$ cat src/rtl/fetch_redirect_ctrl.sv
// fetch_redirect_ctrl: arbitrates trap / EX-branch / ID-jump redirects onto the PC,
// parks a redirect that arrives while the PC is stalled, and raises IF/ID flush strobes
// for a fixed window after every applied redirect.
module fetch_redirect_ctrl #(
  parameter int VECT_W       = 32,
  parameter int FLUSH_CYCLES = 2,
  parameter int COUNT_W      = 16
) (
  input  logic               clk,
  input  logic               reset_n,
  input  logic               trap_req,
  input  logic [VECT_W-1:0]  trap_vect,
  input  logic               br_req,
  input  logic [VECT_W-1:0]  br_vect,
  input  logic               jmp_req,
  input  logic [VECT_W-1:0]  jmp_vect,
  input  logic               hz_stall,
  input  logic               imem_ready,
  output logic               pc_stall,
  output logic               pc_jump_en,
  output logic [VECT_W-1:0]  pc_jump_vect,
  output logic               flush_if,
  output logic               flush_id,
  output logic [1:0]         redir_src,
  output logic               misalign_err,
  output logic [COUNT_W-1:0] redir_count
);

  localparam logic [1:0] ST_RUN   = 2'd0;
  localparam logic [1:0] ST_HOLD  = 2'd1;
  localparam logic [1:0] ST_FLUSH = 2'd2;

  localparam logic [1:0] SRC_TRAP = 2'd0;
  localparam logic [1:0] SRC_BR   = 2'd1;
  localparam logic [1:0] SRC_JMP  = 2'd2;
  localparam logic [1:0] SRC_NONE = 2'd3;

  // A single-cycle flush window never needs the FLUSH state.
  localparam logic [1:0] ST_AFTER_APPLY = (FLUSH_CYCLES > 1) ? ST_FLUSH : ST_RUN;
  localparam int         CNT_W          = (FLUSH_CYCLES > 1) ? $clog2(FLUSH_CYCLES) : 1;
  localparam logic [CNT_W-1:0] CNT_LOAD = CNT_W'(FLUSH_CYCLES - 1);

  logic [1:0]         state_q, state_d;
  logic [CNT_W-1:0]   fcnt_q, fcnt_d;
  logic [1:0]         pend_src_q;
  logic [VECT_W-1:0]  pend_vect_q;

  logic               stall_c;
  logic               req_br, req_jmp;
  logic               win_v;
  logic [1:0]         win_src;
  logic [VECT_W-1:0]  win_vect;
  logic               cand_v;
  logic [1:0]         cand_src;
  logic [VECT_W-1:0]  cand_vect;
  logic               apply;
  logic               in_flush;

  function automatic logic [COUNT_W-1:0] sat_inc(input logic [COUNT_W-1:0] v);
    sat_inc = (v == {COUNT_W{1'b1}}) ? v : v + COUNT_W'(1);
  endfunction

  assign stall_c  = hz_stall | ~imem_ready;
  assign pc_stall = stall_c;

  // Pick the redirect candidate: fixed-priority winner, or the parked one unless outranked.
  always_comb begin
    // Branch/jump requests during a flush belong to squashed younger instructions.
    req_br   = br_req  & (state_q != ST_FLUSH);
    req_jmp  = jmp_req & (state_q != ST_FLUSH);
    win_v    = 1'b0;
    win_src  = SRC_NONE;
    win_vect = '0;
    if (trap_req) begin
      win_v    = 1'b1;
      win_src  = SRC_TRAP;
      win_vect = trap_vect;
    end else if (req_br) begin
      win_v    = 1'b1;
      win_src  = SRC_BR;
      win_vect = br_vect;
    end else if (req_jmp) begin
      win_v    = 1'b1;
      win_src  = SRC_JMP;
      win_vect = jmp_vect;
    end
    cand_v    = win_v;
    cand_src  = win_src;
    cand_vect = win_vect;
    if (state_q == ST_HOLD) begin
      cand_v    = 1'b1;
      cand_src  = pend_src_q;
      cand_vect = pend_vect_q;
      if (win_v && (win_src < pend_src_q)) begin
        cand_src  = win_src;
        cand_vect = win_vect;
      end
    end
  end

  // Outputs are forced idle while reset is held so a live request cannot leak through.
  assign apply        = reset_n & cand_v & ~stall_c;
  assign in_flush     = reset_n & (state_q == ST_FLUSH);
  assign pc_jump_en   = apply;
  assign pc_jump_vect = apply ? {cand_vect[VECT_W-1:2], 2'b00} : '0;
  assign flush_if     = apply | in_flush;
  // A jump stays in ID, so only trap/branch squash the ID/EX register.
  assign flush_id     = (apply & (cand_src != SRC_JMP)) | (in_flush & (redir_src != SRC_JMP));

  // Next state and flush-window counter.
  always_comb begin
    state_d = state_q;
    fcnt_d  = fcnt_q;
    if (apply) begin
      state_d = ST_AFTER_APPLY;
      fcnt_d  = CNT_LOAD;
    end else if (cand_v) begin
      state_d = ST_HOLD;
      fcnt_d  = '0;
    end else if (state_q == ST_FLUSH) begin
      fcnt_d  = fcnt_q - CNT_W'(1);
      if (fcnt_q == CNT_W'(1)) begin
        state_d = ST_RUN;
      end
    end
  end

  // State, parked redirect and redirect bookkeeping registers.
  always_ff @(posedge clk or negedge reset_n) begin
    if (!reset_n) begin
      state_q      <= ST_RUN;
      fcnt_q       <= '0;
      pend_src_q   <= SRC_NONE;
      pend_vect_q  <= '0;
      redir_src    <= SRC_NONE;
      redir_count  <= '0;
      misalign_err <= 1'b0;
    end else begin
      state_q      <= state_d;
      fcnt_q       <= fcnt_d;
      misalign_err <= apply & (cand_vect[1:0] != 2'b00);
      if (cand_v && !apply) begin
        pend_src_q  <= cand_src;
        pend_vect_q <= cand_vect;
      end
      if (apply) begin
        redir_src   <= cand_src;
        redir_count <= sat_inc(redir_count);
      end
    end
  end

endmodule

$ cat config.mk
export PLATFORM = sky130hd
export DESIGN_NAME = fetch_redirect_ctrl
export DESIGN_NICKNAME = d
export VERILOG_FILES = /design/src/rtl/fetch_redirect_ctrl.sv
export SDC_FILE = /design/constraint.sdc
export NUM_CORES = 1
export LEC_CHECK = 0
export ABC_AREA = 1
export CAP_MARGIN = 20
export CORE_ASPECT_RATIO = 0.6
export CORE_UTILIZATION = 44
export CTS_BUF_LIST = sky130_fd_sc_hd__clkbuf_16
export DETAILED_ROUTE_END_ITERATION = 7
export GPL_TIMING_DRIVEN = 0
export MAX_ROUTING_LAYER = met4
export PLACE_DENSITY = 0.83
export RECOVER_POWER = 25
export SETUP_SLACK_MARGIN = 0.5
export SYNTH_ARGS = -nofsm -noshare
export SYNTH_HDL_FRONTEND = slang
export SYNTH_SLANG_ARGS = --single-unit
$ cat constraint.sdc
create_clock -name clk -period 4.3 [get_ports clk]
set_input_delay 1.29 -clock clk [delete_from_list [all_inputs] [get_ports clk]]
set_output_delay 1.29 -clock clk [all_outputs]
set_load 0.005 [all_outputs]
## After elaboration in Yosys (flattened, before gate mapping)

Cells that the tools add are included.

| operators by class | value |
|---|---|
| add/sub/neg operators | 2 |
| multipliers | 0 |
| div/mod/pow operators | 0 |
| magnitude comparators | 1 |
| equal/unequal tests | 6 |
| shift operators | 0 |
| mux-type cells | 22 |
| bitwise gates (word level) | 14 |
| reductions and logical operators | 8 |

Operators by type and width:

| cell | count |
|---|---|
| $mux W32 | 6 |
| $add A16 B1 Y16 const B | 1 |
| $eq A16 B16 Y1 const B | 1 |
| $mux W2 | 8 |
| $and A1 B1 Y1 | 8 |
| $mux W1 | 8 |
| $ne A2 B2 Y1 const B | 3 |
| $reduce_bool A3 Y1 | 2 |
| $reduce_and A2 Y1 | 2 |
| $not A1 Y1 | 3 |
| $or A1 B1 Y1 | 3 |
| $eq A2 B1 Y1 const B | 1 |
| $eq A2 B2 Y1 const B | 1 |
| $logic_and A1 B1 Y1 | 2 |
| $lt A2 B2 Y1 | 1 |
| $reduce_bool A2 Y1 | 1 |
| $logic_not A1 Y1 | 1 |
| $sub A1 B1 Y1 const B | 1 |

| storage, ports and cells | value |
|---|---|
| bits in registers | 56 |
| bits in latches | 0 |
| bits in writable memories | 0 |
| ROM bits | 0 |
| bits of input ports | 103 |
| output and inout bits | 55 |
| memories kept | 0 |

## Logic depth before layout (Yosys ltp)

| logic depth | value |
|---|---|
| depth in word-level cells | 12 |
| mapped depth | 15 |
| gate-level depth less buffers | 13 |

## Worst setup path after synthesis

Ideal clock, no wire load.

| path | value |
|---|---|
| path kind | input -> output |
| start point | input br_req |
| end point | output pc_jump_vect[10] |
| arrival | 2.619 ns |
| data required time | 3.010 ns |
| path slack | 0.391 ns |
| stages on the path | 11 |
| path buffers | 2 |
| cell sequence | nand2_1 -> inv_1 -> buf_2 -> nor2_1 -> ha_1 -> nand2_1 -> nand2_2 -> nand2_2 -> buf_2 -> nand2_1 -> a21oi_1 |

| on the way | value |
|---|---|
| word-level cells in the longest chain between the ends | 8 |
| elaborated cells on any way between the ends | 15 |

Ends and longest elaborated chain:

| what | RTL line | source |
|---|---|---|
| start: declaration | 13 | `input logic br_req,` |
| $and A1 B1 Y1 (*) | 69 | `req_br = br_req & (state_q != ST_FLUSH);` |
| $mux W2 | 78 | `end else if (req_br) begin` |
| $mux W2 | 74 | `if (trap_req) begin` |
| $lt A2 B2 Y1 | 94 | `if (win_v && (win_src < pend_src_q)) begin` |
| $logic_and A1 B1 Y1 | 94 |  |
| $mux W32 | 94 |  |
| $mux W32 | 90 | `if (state_q == ST_HOLD) begin` |
| $mux W32 (*) | 105 | `assign pc_jump_vect = apply ? {cand_vect[VECT_W-1:2], 2'b00} : '0;` |
| end: declaration | 21 | `output logic [VECT_W-1:0] pc_jump_vect,` |

Mark *: on every way between the ends. The rest lies on a longest branch, timed or not.

## Worst setup path after layout

| path | value |
|---|---|
| start point | input br_req |
| end point | output pc_jump_vect[2] |

Same word-level chain as after synthesis.

==> flow_results.org <==
** Run status
- Status :: completed

** Logic synthesis
- Warnings, synthesis :: 0
- Simple-gate portion of the synthesized area :: 42.05%
- After synthesis the cells add up to 3951 um2.
- Xor/xnor share of the synthesized area :: 2.660%
- Synthesized-area fraction occupied by adder cells :: 0.6333%
- By area, the combinational part of the netlist is dominated by simple AND/OR/NAND/NOR gates.
- Post-synthesis mux area share :: 0%
- Summing the areas of all compound-gate instances in the mapped netlist gives 11.65% of the synthesized area.
- Cells after synthesis :: 603
- Netlist cell types :: 33
- The synthesized design contains 56 register bits.
- After synthesis, the mean cell area works out to 6.553 um2.
- Seq/Total Area, Yosys :: 35.59%

** Clock network
- For the worst-skew pair, the clock arrives at the later sink with an insertion delay of 0.30 ns.
- Buffers inserted during clock tree synthesis total 5.
- The clock net in this run drives a total of 56 sinks.
- Register clock-pin slew on the reported worst setup and hold paths :: 0.07 ns
- Count of H-tree levels built during CTS :: 2
- Clock tree synthesis selected as its root buffer the cell clkbuf_16.
- Clock tree from TritonCTS :: yes
- Buffers from clock root to sink, at most :: 2

** STA
- Final cycle utilization of the critical path :: 96.17%
- Final hold violation count :: 0
- Transition time at the pin with the least slew margin :: 0.8598 ns
- For the final database, setup skew stands at 0.004066 ns.
- Count of pins over their slew limit :: 0
- Unrepaired setup endpoints after global routing :: true
- Measured against its own limit, the worst slew margin works out to 42.68%.
- For this run, the top clock speed supported by timing is 0.2418 GHz.
- Min cycle time layout :: 4.135 ns
- Setup violations remaining at the end of the flow were counted as 0.
- Worst Setup Slack, final :: 0.1646 ns

** Detailed routing
- The first routing iteration left 540 violations.
- Summed over all layers, the routed wires come to 16.28 mm.
- Routed wire length per instance :: 17.70 um
- Summing over every cut layer, the via total after detailed routing is 5259.
- DRT antenna net count :: 0
- DRC :: 0
- The pre-antenna-repair detailed-routing pass consisted of 5 iterations.
- Routed via count divided by cell count :: 5.716

** Worst setup path
- Peak fanout along the critical path :: 5
- Category of the most critical setup path :: input port to output port
- CP startpoint kind :: input port
- Arr. time, crit path :: 2.85 ns
- Nature of the critical path endpoint :: output port
- STA puts the critical path data required time at 3.01 ns.

** Final layout
- Most frequent standard cell in the layout excluding fill and tap cells :: nand2_1
- # fillers :: 538
- Footprint of the multi-input gates :: 2780 um2
- The post-route netlist has 28.47% of its cells at a drive strength greater than 1.
- Leaving out fill and tap cells, the most frequent cells in the layout are nand2_1 (221), clkdlybuf4s50_1 (116), dfrtp_1 (52), nor2_1 (40), buf_2 (40).
- Post-synthesis to final-layout area growth :: 70.39%
- Final cell utilization of the core :: 78.10%
- Antenna fix cells :: 0
- In the final layout, flip-flops and latches occupy 1406 um2.
- The final layout contains 912 nets.

** Pwr
- Across the VDD grid, the largest voltage drop is 0.2411 mV.
- Power Dens Cells :: 374.9 nW/um2
- In this run the static leakage power is 0.003212 uW.

** Placed design
- Worst-case setup slack after placement :: -0.8472 ns
- Total half-perimeter wirelength after legalization and detailed placement :: 10.30 mm
- Placer Congestion :: 0.8571
- Buffers added on ports :: 154

** Global route
- For this run the aggregate overflow at the end of global routing stands at 0.
- Entering global routing, the biggest net connects 30 pins.
- Number of antenna violations at the first check in global routing :: 0
- The first global-routing pass estimated 24.65 mm of wire.
- Global routing used 34.32% of the available tracks.
- Number of global-route vias before repair :: 5132

** Die
- The floorplan step defined a die boundary enclosing 9376 um2.
- The region available for standard cell placement spans 8621 um2.
- 158 I/O pins were placed.
- Chip width :: 124.3 um
- Row count :: 26
- Die extent in y :: 75.41 um
- Initial Util :: 45.83%

** Hold path
- Class of the tightest hold or removal check :: flop to flop

** Job
- Max-cap violations in this run came to 0.
layout make-up:
type / instances / share of cell area [%]
multi-input cells: 483 / 41.29
repair buffers: 196 / 27.86
flip-flops and latches: 56 / 20.89
plain buffers: 43 / 4.497
well taps: 112 / 2.081
clock buffers: 5 / 1.858
inverters: 22 / 1.319
clock inverters: 3 / 0.2044
cells by family (layout without fill, tap and decap cells):
| group | after synthesis | in the layout |
|---|---|---|
| compound gates | 81 | 81 |
| xor+xnor | 12 | 12 |
| fa+ha+maj | 2 | 2 |
| buf+inv | 65 | 269 |
| flops | 56 | 56 |
| other cells | 1 | 2 |
| simple gates | 386 | 386 |
metrics by stage:
step | area, um2 | TNS (ns) | power (uW) | hold slack [ns] | instances
after global routing | 6733 | 0 | 2661 | 0.5204 | 920
after global placement | 5778 | -110.58 | 1615 | 0.4619 | 870
after floorplan | 4096 | 0 | 1301 | 0.4496 | 604
after CTS | 6516 | 0 | 2354 | 0.4841 | 910
final | 6733 | 0 | 2524 | 0.4939 | 920
after detailed placement | 5793 | -25.72 | 1655 | 0.4654 | 871
timing repair:
action                                  CTS  global route
setup buffers                            26            10
hold buffers                              0             0
gates resized for setup                 250            37
gates cloned                              5             0
pin swaps                                30            22
endpoints found under the setup margin   33            33
sequential cells by signal (all words and copies together) (netlist names):
name          cells
fcnt_q            1
misalign_err      1
pend_src_q        2
pend_vect_q      32
redir_count      16
redir_src         2
state_q           2
final timing paths:
check	from	endpoint	slack, ns	depth (start not counted)
hold reg to reg	pend_vect_q[0]$_DFFE_PN0P_	pend_vect_q[0]$_DFFE_PN0P_	0.49	2
max in group asynchronous	reset_n	state_q[1]$_DFFE_PN0P_	3.00	2
setup / recovery	br_req	pc_jump_vect[2]	0.16	14
setup reg to reg	state_q[0]$_DFFE_PN0P_	pend_vect_q[22]$_DFFE_PN0P_	1.92	18
hold / removal	pend_vect_q[0]$_DFFE_PN0P_	pend_vect_q[0]$_DFFE_PN0P_	0.49	2
min in group asynchronous	reset_n	redir_count[9]$_DFFE_PN0P_	0.81	1
cells in the mapped netlist:
library cell  number  area, um2
nor2_1            41      153.9
nand3_1           45      225.2
o21ai_0            9      45.04
buf_1              2      7.510
a21oi_4            1      16.27
a21oi_1           34      170.2
buf_4              3      22.52
nand3b_1           2      15.01
o21ai_2            1      8.760
xnor2_1            6      52.55
conb_1             1      3.750
nor2_8             1      20.02
nand4_1           35      219.0
buf_6              2      22.52
a31oi_1           30      187.7
nand3_2            1      10.01
nand2_1          248      930.9
o21ai_1            5      25.02
inv_2              3      11.26
buf_2             15      75.07
nor3_1             5      25.02
clkbuf_1          21      78.83
or2_4              1      8.760
ha_1               2      25.02
dfstp_2            4      105.1
a21o_1             1      7.510
nor2_2             1      6.260
nand2_2            4      25.02
nand3b_2           1      11.26
dfrtp_1           52       1301
inv_1             19      71.32
xor2_1             6      52.55
nor2_4             1      11.26
where the power goes:
group / leakage (uW) / internal, uW / switching [uW]
clock network: 0.0000710 / 213 / 196
logic: 0.00244 / 618 / 667
registers: 0.000696 / 692 / 138
worst max-delay path, stage by stage:
cell and delay (ns):
buf_8 0.11, nand2_4 0.06, inv_2 0.04, buf_6 0.11
nor2_4 0.10, ha_4 0.22, nand2_4 0.09, nand2_8 0.08
nand2_8 0.10, buf_6 0.12, buf_8 0.14, nand2_4 0.06
a21oi_2 0.16, buf_2 0.14
routing by layer:
layer	global-route usage [%]	vias to the layer above	share of wire [%]
li1	-	2419	-
met1	43.19	2470	42
met5	-	-	0
met2	55.92	326	47
met3	6.742	44	8.9
met4	12.72	0	2.3
Note: power is estimated with default switching activity, not from simulation.
